[config.mk]
export PLATFORM = sky130hd
export DESIGN_NAME = register_file_p
export DESIGN_NICKNAME = d
export VERILOG_FILES = /design/src/rtl/cpup_reg_pkg.sv /design/src/rtl/reg_counter_cell.sv /design/src/rtl/register_file_p.sv
export SDC_FILE = /design/constraint.sdc
export NUM_CORES = 1
export LEC_CHECK = 0
export ABC_AREA = 1
export BUFFER_PORTS_ARGS = -buffer_cell sky130_fd_sc_hd__buf_2
export CORE_AREA = 2 2 113 115
export CTS_CLUSTER_DIAMETER = 50
export DETAILED_ROUTE_END_ITERATION = 12
export DIE_AREA = 0 0 115 117
export GPL_TIMING_DRIVEN = 1
export PLACE_DENSITY = 0.68
export RECOVER_POWER = 25
export SYNTH_ARGS = -nofsm -noshare
export SYNTH_HDL_FRONTEND = slang
export SYNTH_SLANG_ARGS = --single-unit
[constraint.sdc]
create_clock -name clock_in -period 5.35 [get_ports clock_in]
set_input_delay 0.535 -clock clock_in [delete_from_list [all_inputs] [get_ports clock_in]]
set_output_delay 0.535 -clock clock_in [all_outputs]
set_load 0.02 [all_outputs]
[src/rtl/cpup_reg_pkg.sv]
// Shared defaults, register index names and counter-op helpers for the CPU register file.
package cpup_reg_pkg;

  localparam int DEF_DATA_W   = 16;
  localparam int DEF_NUM_REGS = 6;

  // Named register slots
  localparam int REG_A  = 0;
  localparam int REG_B  = 1;
  localparam int REG_C  = 2;
  localparam int REG_P  = 3;
  localparam int REG_S  = 4;
  localparam int REG_ST = 5;

  localparam int                    DEF_PC_IDX   = REG_P;
  localparam int                    DEF_SP_IDX   = REG_S;
  localparam logic [DEF_DATA_W-1:0] DEF_SP_RESET = '1;

  typedef enum logic [1:0] {
    CNT_HOLD = 2'd0,
    CNT_LOAD = 2'd1,
    CNT_INC  = 2'd2,
    CNT_DEC  = 2'd3
  } cnt_op_e;

  // Load beats increment.
  function automatic cnt_op_e pc_op(input logic load, input logic inc);
    if (load)     return CNT_LOAD;
    else if (inc) return CNT_INC;
    else          return CNT_HOLD;
  endfunction

  // Load beats push/pop; push and pop together cancel out.
  function automatic cnt_op_e sp_op(input logic load, input logic inc, input logic dec);
    if (load)             return CNT_LOAD;
    else if (inc && !dec) return CNT_INC;
    else if (dec && !inc) return CNT_DEC;
    else                  return CNT_HOLD;
  endfunction

endpackage

[src/rtl/reg_counter_cell.sv]
// Loadable up/down counter register used for PC and SP; wraps modulo 2^DATA_W.
module reg_counter_cell
  import cpup_reg_pkg::*;
#(
  parameter int                DATA_W  = DEF_DATA_W,
  parameter logic [DATA_W-1:0] RST_VAL = '0
) (
  input  logic              clk,
  input  logic              rst,
  input  cnt_op_e           op,
  input  logic [DATA_W-1:0] d,
  output logic [DATA_W-1:0] q
);

  localparam logic [DATA_W-1:0] ONE = {{(DATA_W-1){1'b0}}, 1'b1};

  always_ff @(posedge clk) begin
    if (rst) begin
      q <= RST_VAL;
    end else begin
      unique case (op)
        CNT_LOAD: q <= d;
        CNT_INC:  q <= q + ONE;
        CNT_DEC:  q <= q - ONE;
        default:  q <= q;
      endcase
    end
  end

endmodule

[src/rtl/register_file_p.sv]
// CPU register file: plain registers plus PC/SP counters, priority bus read, sticky read-conflict flag.
module register_file_p
  import cpup_reg_pkg::*;
#(
  parameter int                DATA_W   = DEF_DATA_W,
  parameter int                NUM_REGS = DEF_NUM_REGS,
  parameter int                PC_IDX   = DEF_PC_IDX,
  parameter int                SP_IDX   = DEF_SP_IDX,
  parameter logic [DATA_W-1:0] SP_RESET = '1
) (
  input  logic                clock_in,
  input  logic                reset_in,
  input  logic [DATA_W-1:0]   bus_in,
  input  logic [NUM_REGS-1:0] load_en,
  input  logic [NUM_REGS-1:0] out_en,
  input  logic                pc_inc,
  input  logic                sp_inc,
  input  logic                sp_dec,
  input  logic                conflict_clr,
  output logic [DATA_W-1:0]   bus_out,
  output logic                bus_oe,
  output logic                conflict
);

  if (NUM_REGS < 4 || NUM_REGS > 16) begin : g_bad_num_regs
    $error("register_file_p: NUM_REGS must be within 4..16");
  end
  if (PC_IDX < 0 || PC_IDX >= NUM_REGS || SP_IDX < 0 || SP_IDX >= NUM_REGS) begin : g_bad_idx
    $error("register_file_p: PC_IDX/SP_IDX out of range");
  end
  if (PC_IDX == SP_IDX) begin : g_bad_alias
    $error("register_file_p: PC_IDX and SP_IDX must differ");
  end

  logic [NUM_REGS-1:0][DATA_W-1:0] regs;
  logic                            multi_oe;

  for (genvar i = 0; i < NUM_REGS; i++) begin : g_reg
    if (i == PC_IDX) begin : g_pc
      reg_counter_cell #(.DATA_W(DATA_W), .RST_VAL('0)) u_pc (
        .clk (clock_in),
        .rst (reset_in),
        .op  (pc_op(load_en[i], pc_inc)),
        .d   (bus_in),
        .q   (regs[i])
      );
    end else if (i == SP_IDX) begin : g_sp
      reg_counter_cell #(.DATA_W(DATA_W), .RST_VAL(SP_RESET)) u_sp (
        .clk (clock_in),
        .rst (reset_in),
        .op  (sp_op(load_en[i], sp_inc, sp_dec)),
        .d   (bus_in),
        .q   (regs[i])
      );
    end else begin : g_plain
      always_ff @(posedge clock_in) begin
        if (reset_in)        regs[i] <= '0;
        else if (load_en[i]) regs[i] <= bus_in;
      end
    end
  end

  // Lowest index wins: scan downward so the last hit is the smallest index.
  always_comb begin
    bus_out = '0;
    for (int i = NUM_REGS - 1; i >= 0; i--) begin
      if (out_en[i]) bus_out = regs[i];
    end
  end

  assign bus_oe   = |out_en;
  assign multi_oe = |(out_en & (out_en - 1'b1));

  // A fresh conflict outranks a clear in the same cycle.
  always_ff @(posedge clock_in) begin
    if (reset_in)          conflict <= 1'b0;
    else if (multi_oe)     conflict <= 1'b1;
    else if (conflict_clr) conflict <= 1'b0;
  end

endmodule

==> results by group <==
Setup path
  • Reg2reg setup slack: 3480 ps
  • FF-to-FF path depth: 11
  • Setup crit start kind: input pin
  • CP required: 5620 ps
  • Most Frequent Cell on Critical Path: clkbuf_1
  • End of the worst register-to-register path: g_reg[4].g_sp.u_sp.q[4]
  • R2R Path Start: g_reg[4].g_sp.u_sp.q[1]
  • Worst path slowest cell: clkbuf_1
  • Worst path arrival time: 3820 ps
  • Crit-path max FO: 74
  • CP max stage delay: 1940 ps
  • Critical Path End Type: flop
  • Worst path cell trace: clkbuf_1 -> inv_1 -> clkbuf_1 -> o21ai_0 -> a21oi_1
  • Setup Crit Path Kind: input pin to flop

Finish
  • Synthesis-to-layout area growth: 10.4%
  • Design area: 6640 um^2
  • FF+latch area: 1940 um^2
  • Layout cells sized above 1: 9.74%
  • Final #Nets: 990
  • Number of antenna diodes: 0
  • Fillers: 1224
  • Multi-input gate area: 3580 um^2

Logic synthesis
  • Most common cell in the netlist: nand2_1
  • Post-synth top area share: 32.3%
  • Register area share after synthesis: 32.3%
  • Commonest cells post-synth: 156 x nand2_1, 136 x nor2_1, 106 x o21ai_0, 97 x dfxtp_1, 82 x inv_1
  • Dominant synthesized flop cell: dfxtp_1
  • Most area-consuming cells after synthesis: dfxtp_1 32%, nand2_1 9.7%, o21ai_0 8.8%, nor2_1 8.5%, a21oi_1 6.7%
  • Synth cell types: 44
  • Post-synthesis async set-or-reset flop share: 0%
  • YS warnings: 0
  • Cell taking the most area after synthesis: dfxtp_1
  • Synth Instances: 910
  • Syn Std Cell Area: 6020 um^2
  • Post-synth EDFFs: 0
  • Syn_area_per_cell: 6.61 um^2
  • FF+latch count, synth: 97

Power
  • Pwr Density: 304 nW/um^2
  • Static Leak: 0.00312 uW
  • Maximum vdd drop: 0.170 mV

Floorplan
  • IO Count: 52
  • Initial Utilization: 48.9%
  • Die X: 115 um
  • Area of the core: 12300 um^2
  • Die area: 13500 um^2
  • Row count: 41
  • Die Y: 117 um

CTS
  • CTS Sinks: 97
  • Setup repair bufs after CTS: 0
  • H-tree levels: 3
  • Clk buf depth: 2
  • Hold Buf Count CTS: 0
  • Total CTS buffers: 9
  • Post-CTS Resized: 0
  • TritonCTS clock tree: yes
  • Reg clk slew, reported paths: 70 ps
  • Clock Latency Late Sink: 350 ps
  • Clock Tree Root: clkbuf_16

STA
  • Minimum hold slack: 504 ps
  • Setup WS post-layout: 1810 ps
  • Slew Limit Fails: 75
  • Max-slew headroom: -79.8%
  • Clock Skew: 6.43 ps
  • Final setup TNS: 0 ps
  • Final hold violation count: 0
  • Unrepaired setup endpoints after global routing: no
  • Fmax: 282 MHz
  • Worst-margin pin slew: 2700 ps
  • Minimum clock period: 3540 ps
  • Setup-failing EPs final: 0
  • Final period util: 66.2%

Global route
  • Total track usage: 28.9%
  • Gr ovfl total: 0
  • Initial antenna violation count: 0
  • Vias in the first global route: 5673
  • Largest net degree at the start of global routing: 75
  • First-pass GRT wire length: 30.0 mm

Min path
  • Hold Path Origin: regs[41]
  • WHS Path Cells: 2
  • Hold WC Path Type: flop to flop
  • Hold worst-path end: regs[41]

Placement
  • Routability cong.: 0.921
  • Dpl cell area: 6310 um^2
  • I/O Buffers: 51
  • HPWL Detailed: 13.2 mm
  • Pre-CTS WS: 2090 ps

Route
  • Post-Route WL: 18.5 mm
  • TritonRoute pass-1 iters: 5
  • Vias/cell: 5.68
  • Final ANT Viol Nets: 0
  • WL per Instance: 16.9 um
  • Routed vias: 6220
  • Remaining DRCs: 0
  • Initial DRC count: 582

Outcome
  • Failing checks: max-capacitance violations, max-slew violations
  • Run status: complete, but fails checks

Job
  • MaxCap Viol Count: 1
## worst max-delay path, delay by kind of cell
kind | cells | cell delay (ps)
buf+inv | 3 | 2620
compound gates | 2 | 600
## kinds of logic (layout without fill, tap and decap cells)
logic type	count (synthesis)	in the layout	synth area share, %
AND/OR/NAND/NOR	391	391	27.9
XOR/XNOR	11	11	1.98
flip-flops	97	97	32.3
buffers and inverters	135	158	9.02
AO/OA/AOI/OAI	259	259	25.4
other	1	13	0.0623
adder cells (fa/ha/maj)	16	16	3.33
## placed cells by master, fill, tap and decap left out, drive strengths merged, types with 12 or more instances in the layout
cell type and instances:
inv 86, a21oi 80, nor3 12, nand3 61, o21ai 108, conb 13, a22oi 14, ha 16
dfxtp 97, o211ai 23, nor2 140, clkbuf 12, buf 51, nand2 165
## metal layers
layer  vias to the layer above  share of wire [%]  global-route usage, %
met1                      2820                 45                   39.5
met2                       240                 44                   44.7
li1                       3122                  -                      -
met5                         -                  0                      0
met4                         0                3.6                   13.4
met3                        38                6.6                   4.79
## flip-flops by register name, summed over array words and instances, names as in the netlist
register and flops:
regs 64, g.g_pc.u_pc.q 16, g.g_sp.u_sp.q 16, conflict 1
## worst max path at each step
stage | startpoint | to | slack [ps] | cells after the start
floorplan | out_en[4] | bus_out[7] | 2870 | 7
global placement | sp_inc | g_reg[4].g_sp.u_sp.q[12] | 2130 | 18
detailed placement | sp_inc | g_reg[4].g_sp.u_sp.q[12] | 2090 | 18
CTS | out_en[4] | bus_out[8] | 2440 | 6
global route | reset_in | regs[36] | 1290 | 5
finish | reset_in | regs[15] | 1810 | 5
## through the flow
step,power (uW),cells,util (%)
3_5_place_dp,1290,1079,51.3
3_3_place_gp,1290,1079,51.3
2_1_floorplan,1160,922,-
4_1_cts,2020,1095,54.0
6_report,2020,1095,54.0
5_1_grt,2120,1095,54.0
## layout make-up
cell class                      count  area share, %
Clock inverter                      7           1.64
Multi-Input combinational cell    690           53.9
Tap cell                          150           2.83
Timing Repair Buffer               54           4.09
Clock buffer                        9           3.39
Sequential cell                    97           29.2
Inverter                           88           4.97
## report_power, final
group	leakage (uW)	internal [uW]	switching, uW	total (uW)
Combinational	0.00215	151	310	461
Sequential	0.000807	778	44.7	823
Clock	0.000164	420	316	737
Total	0.00312	1350	671	2020
(Power assumes the default switching activity.)
